[src/rtl/dac_ramp_gen.sv]
// Sawtooth/triangle ramp generator for the AD9783 DAC path.
// A fixed-point phase accumulator is stepped between latched signed bounds.
module dac_ramp_gen #(
    parameter int OUT_W  = 16,
    parameter int FRAC_W = 16
) (
    input  logic                    clk_in,
    input  logic                    rst_in,
    input  logic                    on_in,
    input  logic                    mode_in,
    input  logic signed [OUT_W-1:0] minval_in,
    input  logic signed [OUT_W-1:0] maxval_in,
    input  logic [31:0]             stepsize_in,
    output logic signed [OUT_W-1:0] signal_out,
    output logic                    sync_out,
    output logic                    active_out
);

    localparam int ACC_W = OUT_W + FRAC_W;
    localparam int EXT_W = ACC_W + 2;

    typedef enum logic [1:0] {
        IDLE,
        UP,
        DOWN
    } state_t;

    state_t state_q, state_d;

    logic signed [ACC_W-1:0] acc_q, acc_d;
    logic signed [OUT_W-1:0] lo_q, lo_d;
    logic signed [OUT_W-1:0] hi_q, hi_d;
    logic                    acc_sync_q, acc_sync_d;

    logic signed [ACC_W-1:0] min_acc;
    logic signed [ACC_W-1:0] hi_acc;
    logic signed [EXT_W-1:0] step_x;
    logic signed [EXT_W-1:0] acc_x;
    logic signed [EXT_W-1:0] lo_x;
    logic signed [EXT_W-1:0] hi_x;
    logic signed [EXT_W-1:0] up_x;
    logic signed [EXT_W-1:0] dn_x;
    logic                    cfg_ok;

    assign cfg_ok  = minval_in < maxval_in;
    assign min_acc = {minval_in, {FRAC_W{1'b0}}};
    assign hi_acc  = {hi_q, {FRAC_W{1'b0}}};

    // Two guard bits keep the step sum from wrapping before the compare
    assign step_x = $signed(EXT_W'(stepsize_in));
    assign acc_x  = {{2{acc_q[ACC_W-1]}}, acc_q};
    assign lo_x   = {{2{lo_q[OUT_W-1]}}, lo_q, {FRAC_W{1'b0}}};
    assign hi_x   = {{2{hi_q[OUT_W-1]}}, hi_q, {FRAC_W{1'b0}}};
    assign up_x   = acc_x + step_x;
    assign dn_x   = acc_x - step_x;

    always_comb begin
        state_d    = state_q;
        acc_d      = acc_q;
        lo_d       = lo_q;
        hi_d       = hi_q;
        acc_sync_d = 1'b0;
        case (state_q)
            IDLE: begin
                acc_d = min_acc;
                lo_d  = minval_in;
                hi_d  = maxval_in;
                if (on_in && cfg_ok) begin
                    state_d    = UP;
                    acc_sync_d = 1'b1;
                end
            end
            UP: begin
                if (!on_in) begin
                    state_d = IDLE;
                    acc_d   = min_acc;
                end else if (acc_q == hi_acc) begin
                    // hi was clamped last cycle in sawtooth: wrap to lo now
                    lo_d  = minval_in;
                    hi_d  = maxval_in;
                    acc_d = min_acc;
                    if (cfg_ok) begin
                        acc_sync_d = 1'b1;
                    end else begin
                        state_d = IDLE;
                    end
                end else if (up_x >= hi_x) begin
                    acc_d = hi_acc;
                    if (mode_in) begin
                        state_d = DOWN;
                    end
                end else begin
                    acc_d = up_x[ACC_W-1:0];
                end
            end
            DOWN: begin
                if (!on_in) begin
                    state_d = IDLE;
                    acc_d   = min_acc;
                end else if (dn_x <= lo_x) begin
                    lo_d  = minval_in;
                    hi_d  = maxval_in;
                    acc_d = min_acc;
                    if (cfg_ok) begin
                        state_d    = UP;
                        acc_sync_d = 1'b1;
                    end else begin
                        state_d = IDLE;
                    end
                end else begin
                    acc_d = dn_x[ACC_W-1:0];
                end
            end
            default: begin
                state_d = IDLE;
            end
        endcase
    end

    // Outputs lag the accumulator by one register; active tracks the sample
    always_ff @(posedge clk_in) begin
        if (rst_in) begin
            state_q    <= IDLE;
            acc_q      <= '0;
            lo_q       <= '0;
            hi_q       <= '0;
            acc_sync_q <= 1'b0;
            signal_out <= '0;
            sync_out   <= 1'b0;
            active_out <= 1'b0;
        end else begin
            state_q    <= state_d;
            acc_q      <= acc_d;
            lo_q       <= lo_d;
            hi_q       <= hi_d;
            acc_sync_q <= acc_sync_d;
            signal_out <= acc_q[ACC_W-1:FRAC_W];
            sync_out   <= acc_sync_q;
            active_out <= (state_q != IDLE);
        end
    end

endmodule

[config.mk]
export PLATFORM = sky130hd
export DESIGN_NAME = dac_ramp_gen
export DESIGN_NICKNAME = d
export VERILOG_FILES = /design/src/rtl/dac_ramp_gen.sv
export SDC_FILE = /design/constraint.sdc
export NUM_CORES = 1
export LEC_CHECK = 0
export BUFFER_PORTS_ARGS = -buffer_cell sky130_fd_sc_hd__buf_2
export CORE_ASPECT_RATIO = 1.5
export CORE_MARGIN = 4
export CORE_UTILIZATION = 33
export CTS_CLUSTER_SIZE = 14
export DETAILED_ROUTE_END_ITERATION = 10
export SLEW_MARGIN = 0
export SYNTH_ARGS = -nofsm -noshare
export SYNTH_HDL_FRONTEND = slang
export SYNTH_SLANG_ARGS = --single-unit
[constraint.sdc]
create_clock -name clk_in -period 8.6 [get_ports clk_in]
set_input_delay 1.72 -clock clk_in [delete_from_list [all_inputs] [get_ports clk_in]]
set_output_delay 1.72 -clock clk_in [all_outputs]
set_load 0.005 [all_outputs]
==> results of run 1 <==
[routing by layer]
layer  vias up  part of all wire
met5         -                 0
met1      4638              0.34
met3       162             0.037
met2       371              0.52
li1       4576                 -
met4         0              0.10
[state kept, by name, indices dropped and copies added, names as in the netlist]
register / count
acc_q: 32
hi_q: 16
lo_q: 16
signal_out: 16
state_q: 2
acc_sync_q: 1
active_out: 1
sync_out: 1
[critical path, stage by stage]
cell and delay [ps]:
buf_2 90, inv_1 40, ha_1 630, nor2b_1 150
or2_2 340, a221oi_1 600, a31oi_1 230, o21ai_0 280
a21oi_1 180, a41oi_1 310, o2111a_1 310, o21bai_1 90
a21oi_1 180, xnor2_1 80, ha_1 300, nand4_1 130
nor2_1 210, o2111ai_1 160, a311o_1 340, a2111oi_0 280
and4_1 270, a21oi_2 130, nand2_1 490, o211ai_1 220
a221o_1 350, o31a_1 250
[metrics by stage]
stage | util | hold slack, ps | instance area [sq um]
6_report | 0.371 | 459 | 10400
4_1_cts | 0.371 | 460 | 10400
2_1_floorplan | - | 414 | 9330
5_1_grt | 0.371 | 477 | 10400
3_3_place_gp | 0.360 | 436 | 10100
3_5_place_dp | 0.360 | 444 | 10100
[final timing paths]
| check | endpoint | slack [ps] | depth (start not counted) |
|---|---|---|---|
| setup / recovery | acc_q[30] | 490 | 26 |
| hold / removal | sync_out | 460 | 1 |
| setup reg to reg | acc_q[30] | 1550 | 24 |
| hold reg to reg | sync_out | 460 | 1 |
[power by group through the flow]
stage	combinational, mW	sequential [mW]	clock [mW]
5_1_grt	1.75	0.598	0.449
6_report	1.60	0.593	0.428
2_1_floorplan	1.12	0.542	0
4_1_cts	1.57	0.592	0.438
3_5_place_dp	1.56	0.601	0
3_3_place_gp	1.55	0.600	0
[kinds of logic (layout without fill, tap and decap cells)]
kind of cell	after synthesis	count (layout)	synth area share
and+or+nand+nor	400	400	0.209
AOI/OAI and AO/OA	362	362	0.280
buffers and inverters	184	242	0.0776
adders and majority gates	122	122	0.165
DFF	85	85	0.182
xor gates and xnor gates	56	56	0.0525
muxes	31	31	0.0336
[placed cells by master, fill, tap and decap left out, types with 10 or more instances in the layout]
master,instances
a211oi_1,11
a21o_1,21
a21oi_1,96
a221oi_1,10
a22oi_1,11
a31oi_1,11
buf_2,85
buf_4,15
dfxtp_1,85
ha_1,120
inv_1,123
mux2i_1,28
nand2_1,65
nand2b_1,19
nand3_1,21
nand4_1,15
nor2_1,151
nor2b_1,35
nor3_1,23
nor4_1,22
o211ai_1,18
o21ai_0,42
o21bai_1,11
xnor2_1,40
xor2_1,16
[final cells by class]
class	instances	area (sq um)	area share
sequential	85	1700	0.164
clock inverter	7	86.3	0.00832
tap	346	433	0.0417
multi-input combinational	971	6910	0.667
clock buffer	9	225	0.0217
timing repair buffer	100	538	0.0519
inverter	126	473	0.0456
==> out/qor.txt, run 1 <==
Status: finished, final reports clean
Post-DP HPWL: 29200 um
Mapped Nets: 1430
Antenna violation net count after detailed routing: 0
Vias/cell: 5.93
Non-filler cells, final: 1644
CTS Root Cell: clkbuf_16
Die X: 145 um
Clk Latency, worst-skew pair: 370 ps
YS warnings: 0
Final setup viols: 0
Met2 Track Usage GR: 0.413
DR iter-0 viols: 771
Slew Limit Fails: 0
Grt ovf: 0
WL final: 35900 um
M3 GR Usage: 0.0277
Cells after DPL: 1628
Yosys reg bits: 85
Sequential area share after synthesis: 0.182
Ant diodes: 0
Synth cell count leaders: nor2_1, inv_1, ha_1, a21oi_1, dfxtp_1
Post-cts sizing count: 0
CP Class: in -> reg
Vias after detailed routing: 9747
Crit-path max FO: 17
Worst hold path startpoint: acc_sync_q
Die H: 214 um
Core outline area: 0.0280 sq mm
Io pins: 86
RePlAce Congestion: 0.958
Cell taking the most area after synthesis: dfxtp_1
Initial antenna violation count: 0
Layout area overhead: 11.1%
RSZ-0062 raised after global routing: no
Sequential fraction of design power: 0.227
Layout Skew: 8.32 ps
Setup TNS: 0 ps
Clock Tree Buf Depth: 2
Synthesized instance count: 1240
Area share of the largest cell type after synthesis: 0.182
1st-pass router iterations: 5
Worst Hold Class: reg -> reg
Post-synth design cell area: 0.00933 sq mm
Wire length per cell: 21.8 um
Combinational group share of total power: 0.610
Worst path required time: 8860 ps
Net count, final: 1483
Crit share post-route: 0.943
CP endpoint kind: flip-flop
PwrDens: 252 mW/mm^2
R2r startpoint: acc_q[9]
Vias in the first global route: 9483
Drt drc: 0
Max cap viols: 0
Sw Share: 0.498
Worst-margin pin slew: 844 ps
CTS clk-pin slew, worst paths: 70 ps
Largest cells by area after synthesis: dfxtp_1, ha_1, nor2_1
GRT Util Overall: 0.223
Die Area: 0.0311 sq mm
Origin of the worst setup path: stepsize_in[9]
FMAX: 123 MHz
H-tree depth: 3
Data arrival time of the critical path: 8380 ps
GR Layer Usage met1: 0.216
Post-CTS Setup Repair Bufs: 0
Tmin final: 8110 ps
Port bufs: 85
Yosys cell types: 89
Static leakage: 4.57 nW
Top-count cell post-synth: nor2_1
Clk sinks: 85
Layout cells sized above 1: 0.113
Max VDD drop: 0.119 mV
Worst setup SP type: primary input
Global-route wire length before repair: 54100 um
Max transition margin: 0.437
Hold Fails Final Rpt: 0
Final Power: 2.62 mW
Post-synth ARST share: 0
Cts hold-fix bufs: 0
Switch Pwr: 1.30 mW
Rows: 75
Layer with the highest usage: met2
Mean Syn Cell Area: 7.53 sq um
Worst slack at placement: 359 ps
Fin worst setup slack: 486 ps
CTS Buf Count: 9
Number of synthesized flops with an enable pin: 0
Ys flop type: dfxtp_1
Largest net degree at the start of global routing: 73
CTS tree: done
Initial Utilization: 0.334
Internal Power: 1.31 mW
Final-layout fill cell count: 3011
Clock power frac: 0.164
(Power assumes the default switching activity.)
==> run 2: changes to the inputs <==
CORE_UTILIZATION = 41   (was 33)
==> out/qor.txt, run 2 (synthesis gave the netlist of run 1 again) <==
GRT Util Overall: 0.268 (+0.0444)
RSZ-0062 raised after global routing: no
Port bufs: 85 (unchanged)
CTS Root Cell: clkbuf_16
Layout cells sized above 1: 0.112 (-0.00137)
CP endpoint kind: flip-flop
DR iter-0 viols: 606 (-21%)
Multi-input gate area: 0.00691 sq mm (unchanged)
Grt ovf: 0 (unchanged)
Combinational group share of total power: 0.612 (+0.002)
Crit share post-route: 0.919 (-0.0244)
Max cap viols: 0 (unchanged)
Initial Utilization: 0.417 (+0.0832)
CP Class: in -> reg
Die H: 193 um (-9.9%)
Antenna violation net count after detailed routing: 0 (unchanged)
Layout area overhead: 9.68%
Layout Skew: 15.6 ps (+7.33 ps)
Largest reg by FF count: acc_q
Largest register FFs: 32 (unchanged)
Final-layout fill cell count: 2324 (-23%)
CTS clk-pin slew, worst paths: 80 ps (about the same)
PwrDens: 249 mW/mm^2 (-1.2%)
Max transition margin: 0.427 (-0.00991)
Die X: 131 um (-9.7%)
Ant diodes: 0 (unchanged)
Internal Power: 1.27 mW (-3.0%)
Largest net degree at the start of global routing: 74 (+1.4%)
Vias in the first global route: 9304 (-1.9%)
Static leakage: 4.56 nW (-0.40%)
Switch Pwr: 1.28 mW (-1.8%)
Core outline area: 0.0224 sq mm (-20%)
Vias after detailed routing: 9528 (-2.2%)
Most common cell after layout, fill and taps aside: nor2_1
FF+latch area: 0.00170 sq mm (unchanged)
Die Area: 0.0253 sq mm (-19%)
Post-DP HPWL: 28100 um (-3.9%)
Drt drc: 0 (unchanged)
Wire length per cell: 22.1 um (+1.3%)
Worst path required time: 8850 ps (about the same)
Hold Fails Final Rpt: 0 (unchanged)
H-tree depth: 3 (unchanged)
Crit-path max FO: 10 (-7)
FMAX: 127 MHz (+2.7%)
Data arrival time of the critical path: 8160 ps (-220 ps)
Cts hold-fix bufs: 0 (unchanged)
Clock Tree Buf Depth: 2 (unchanged)
CTS tree: done
Net count, final: 1482 (-0.067%)
Post-Layout Inst Area: 0.0102 sq mm (-1.3%)
Post-CTS Setup Repair Bufs: 0 (unchanged)
Slew Limit Fails: 0 (unchanged)
Clk Latency, worst-skew pair: 370 ps (about the same)
1st-pass router iterations: 5 (unchanged)
Worst setup SP type: primary input
Worst Hold Class: reg -> reg
Tmin final: 7900 ps (-210 ps)
Clk sinks: 85 (unchanged)
Clock power frac: 0.156 (-0.008)
Initial antenna violation count: 0 (unchanged)
Commonest non-fill, non-tap cells in the layout: nor2_1, inv_1, ha_1, a21oi_1
Post-cts sizing count: 0 (unchanged)
Setup TNS: 0 ps (unchanged)
Io pins: 86 (unchanged)
CTS Buf Count: 9 (unchanged)
Rows: 67 (-11%)
Max VDD drop: 0.146 mV (+22%)
Vias/cell: 6.06 (+2.2%)
Final setup viols: 0 (unchanged)
DP Area: 0.00996 sq mm (-0.94%)
Worst-margin pin slew: 859 ps (+14.9 ps)
Global-route wire length before repair: 52300 um (-3.3%)
RePlAce Congestion: 0.936 (-2.3%)
Sw Share: 0.501 (+0.00311)
Sequential fraction of design power: 0.233 (+0.006)
WL final: 34800 um (-3.1%)
Status: finished, final reports clean
## run 2: critical path, cell delays in order
cell       delay (ps)
buf_2              90
inv_1              40
ha_1              380
a21oi_1           570
o21ai_0           340
a21oi_1           220
o211ai_1          130
a41oi_1           450
o21a_1            220
o21ai_0            90
nand2_1           120
a21oi_1           130
nor4_1            190
a211oi_1           90
ha_1              290
nand2_1            60
nor3_1            490
nor3b_1           280
o2111ai_1         160
a2111oi_2         310
o2111ai_1         330
o311ai_4          440
or2_1             320
buf_4             250
a2bb2oi_1         170
a21oi_1            80
a22o_1            200
## run 2: final timing paths
kind	startpoint	end	slack [ps]	cells after the start
max	stepsize_in[11]	acc_q[2]	700	27
min	acc_sync_q	sync_out	460	1
max reg2reg	acc_q[11]	acc_q[2]	1700	25
min reg2reg	acc_sync_q	sync_out	460	1
## run 2: routing by layer
metal	vias up	share of wire	GRT usage	wire length [um]
li1	4582	-	-	-
met1	4449	0.35	0.262	12100
met2	375	0.52	0.509	18100
met3	122	0.046	0.0336	1590
met4	0	0.087	0.210	3040
met5	-	0	0	0
## run 2: area by class of cell
cell class                      instances  share of cell area
Clock inverter                          6             0.00464
Clock buffer                            9              0.0220
Multi-Input combinational cell        971               0.675
Inverter                              126              0.0462
Timing Repair Buffer                   99              0.0518
Sequential cell                        85               0.166
Tap cell                              276              0.0337
## run 2: power by group through the flow
stage,sequential [mW],clock [mW],combinational (mW)
finish,0.594,0.397,1.56
global route,0.597,0.422,1.71
CTS,0.591,0.404,1.54
detailed placement,0.600,0,1.53
global placement,0.599,0,1.53
floorplan,0.542,0,1.12
## run 2: metrics by stage
step	hold WS (ps)	total power, mW	setup slack, ps	utilization	instances
6_report	456	2.55	696	0.457	1572
5_1_grt	489	2.73	119	0.457	1572
4_1_cts	456	2.54	801	0.457	1572
3_5_place_dp	431	2.13	461	0.445	1557
3_3_place_gp	418	2.13	598	0.445	1557
2_1_floorplan	414	1.66	1810	-	1240
==> run 3: changes to the inputs <==
BUFFER_PORTS_ARGS = not set   (was -buffer_cell sky130_fd_sc_hd__buf_2)
DONT_BUFFER_PORTS = 1   (was not set)
==> out/qor.txt, run 3 (synthesis gave the netlist of run 1 again) <==
Status: finished, final reports clean
CP endpoint kind: flip-flop
Worst path required time: 8840 ps (about the same)
Crit-path max FO: 17 (+7)
Tmin final: 7910 ps (+3.21 ps)
Layout Skew: 13.9 ps (-1.78 ps)
Switch Pwr: 1.23 mW (-3.7%)
CP peak stage delay: 600 ps (+30 ps)
Final Power: 2.53 mW (-0.88%)
RSZ-0062 raised after global routing: no
Final-layout fill cell count: 2301 (-0.99%)
Internal Power: 1.30 mW (+2.0%)
Drt drc: 0 (unchanged)
Wire length per cell: 22.8 um (+2.8%)
1st-pass router iterations: 6 (+1)
Data arrival time of the critical path: 8150 ps (about the same)
Antenna violation net count after detailed routing: 0 (unchanged)
Clock power frac: 0.169 (+0.013)
DR iter-0 viols: 575 (-5.1%)
Io pins: 86 (unchanged)
Post-CTS Setup Repair Bufs: 0 (unchanged)
Multi-input gate area: 0.00691 sq mm (unchanged)
Worst setup SP type: primary input
CP Class: in -> reg
Clock Tree Buf Depth: 2 (unchanged)
Hold Path Depth: 1 (unchanged)
Rows: 67 (unchanged)
M3 GR Usage: 0.0216 (-0.0120)
CTS Buf Count: 9 (unchanged)
FF+latch area: 0.00170 sq mm (unchanged)
RePlAce Congestion: 0.955 (+2.0%)
Crit share post-route: 0.919 (about the same)
Max VDD drop: 0.106 mV (-28%)
GRT Util Overall: 0.263 (-0.00438)
Static leakage: 4.23 nW (-7.2%)
Max cap viols: 0 (unchanged)
Vias in the first global route: 9219 (-0.91%)
Hold Fails Final Rpt: 0 (unchanged)
H-tree depth: 3 (unchanged)
Most common cell after layout, fill and taps aside: nor2_1
Grt ovf: 0 (unchanged)
R2r startpoint: acc_q[0]
Setup TNS: 0 ps (unchanged)
Final setup viols: 0 (unchanged)
Non-filler cells, final: 1491 (-5.2%)
CP Buf/Inv Count: 1 (-2)
Port bufs: 0 (-100%)
Largest net degree at the start of global routing: 76 (+2.7%)
CTS Root Cell: clkbuf_16
Post-DP HPWL: 27500 um (-2.1%)
Die X: 131 um (unchanged)
Clk Latency, worst-skew pair: 360 ps (about the same)
Met2 Track Usage GR: 0.496 (-0.0134)
Vias after detailed routing: 9144 (-4.0%)
Initial antenna violation count: 0 (unchanged)
Net count, final: 1400 (-5.5%)
Worst r2r dst: state_q[0]
Max transition margin: 0.459 (+0.0316)
Worst Hold Endpoint: sync_out
Reg2Reg Depth: 25 (unchanged)
Layout area overhead: 5.80%
Sw Share: 0.487 (-0.0143)
Layout cells sized above 1: 0.0527 (-0.0592)
Ant diodes: 0 (unchanged)
Worst Hold Class: reg -> reg
PwrDens: 256 mW/mm^2 (+2.7%)
Worst-margin pin slew: 809 ps (-50.3 ps)
Sequential fraction of design power: 0.235 (+0.002)
Post-cts sizing count: 0 (unchanged)
WL final: 34000 um (-2.5%)
FMAX: 126 MHz (about the same)
Largest reg by FF count: acc_q
CP delay by family, top: compound AO/OA/AOI/OAI gates
GR Layer Usage met1: 0.263 (+0.000435)
Slew Limit Fails: 0 (unchanged)
Clk sinks: 85 (unchanged)
CTS tree: done
Cts hold-fix bufs: 0 (unchanged)
Core outline area: 0.0224 sq mm (unchanged)
Worst hold path startpoint: acc_sync_q
Die Area: 0.0253 sq mm (unchanged)
Worst slack at placement: 487 ps (+25.3 ps)
Vias/cell: 6.13 (+1.2%)
Layer with the highest usage: met2
Global-route wire length before repair: 52000 um (-0.74%)
Combinational group share of total power: 0.596 (-0.016)
Fin worst setup slack: 693 ps (-3.22 ps)
Cells after DPL: 1475 (-5.3%)
Largest register FFs: 32 (unchanged)
Die H: 193 um (unchanged)
Worst path slowest cell: ha_1
R2r setup slk: 1620 ps (-80 ps)
CTS clk-pin slew, worst paths: 70 ps (about the same)
Initial Utilization: 0.417 (unchanged)
Commonest non-fill, non-tap cells in the layout: nor2_1, inv_1, ha_1, a21oi_1, dfxtp_1
[run 3: how the worst max path moves through the flow]
stage,end,from,cells after the start
2_1_floorplan,acc_q[27],stepsize_in[2],26
3_3_place_gp,state_q[0],stepsize_in[9],25
3_5_place_dp,state_q[0],stepsize_in[9],25
4_1_cts,state_q[0],stepsize_in[9],25
5_1_grt,state_q[0],stepsize_in[9],25
6_report,state_q[0],stepsize_in[9],25
[run 3: cell type report]
type                       instances  area share
clock inverter                     6     0.00760
timing repair buffer              17      0.0129
inverter                         126      0.0479
clock buffer                      10      0.0242
multi-input combinational        971       0.700
sequential                        85       0.172
tap                              276      0.0350
[run 3: metrics by stage]
step	area [sq um]	utilization	hold WS [ps]
finish	9880	0.441	438
global route	9880	0.441	459
CTS	9880	0.441	441
detailed placement	9560	0.427	425
global placement	9560	0.427	428
floorplan	9330	-	414
[run 3: layer usage]
layer / up-vias / routed length [um]
met5: - / 0
met4: 0 / 3330
met3: 132 / 1340
met2: 318 / 17200
met1: 4278 / 12100
li1: 4416 / -
[run 3: power by group through the flow]
stage          clock [mW]  combinational, mW  sequential, mW
6_report            0.428               1.51           0.595
5_1_grt             0.445               1.68           0.601
4_1_cts             0.430               1.49           0.595
3_5_place_dp            0               1.48           0.603
3_3_place_gp            0               1.47           0.602
2_1_floorplan           0               1.12           0.542
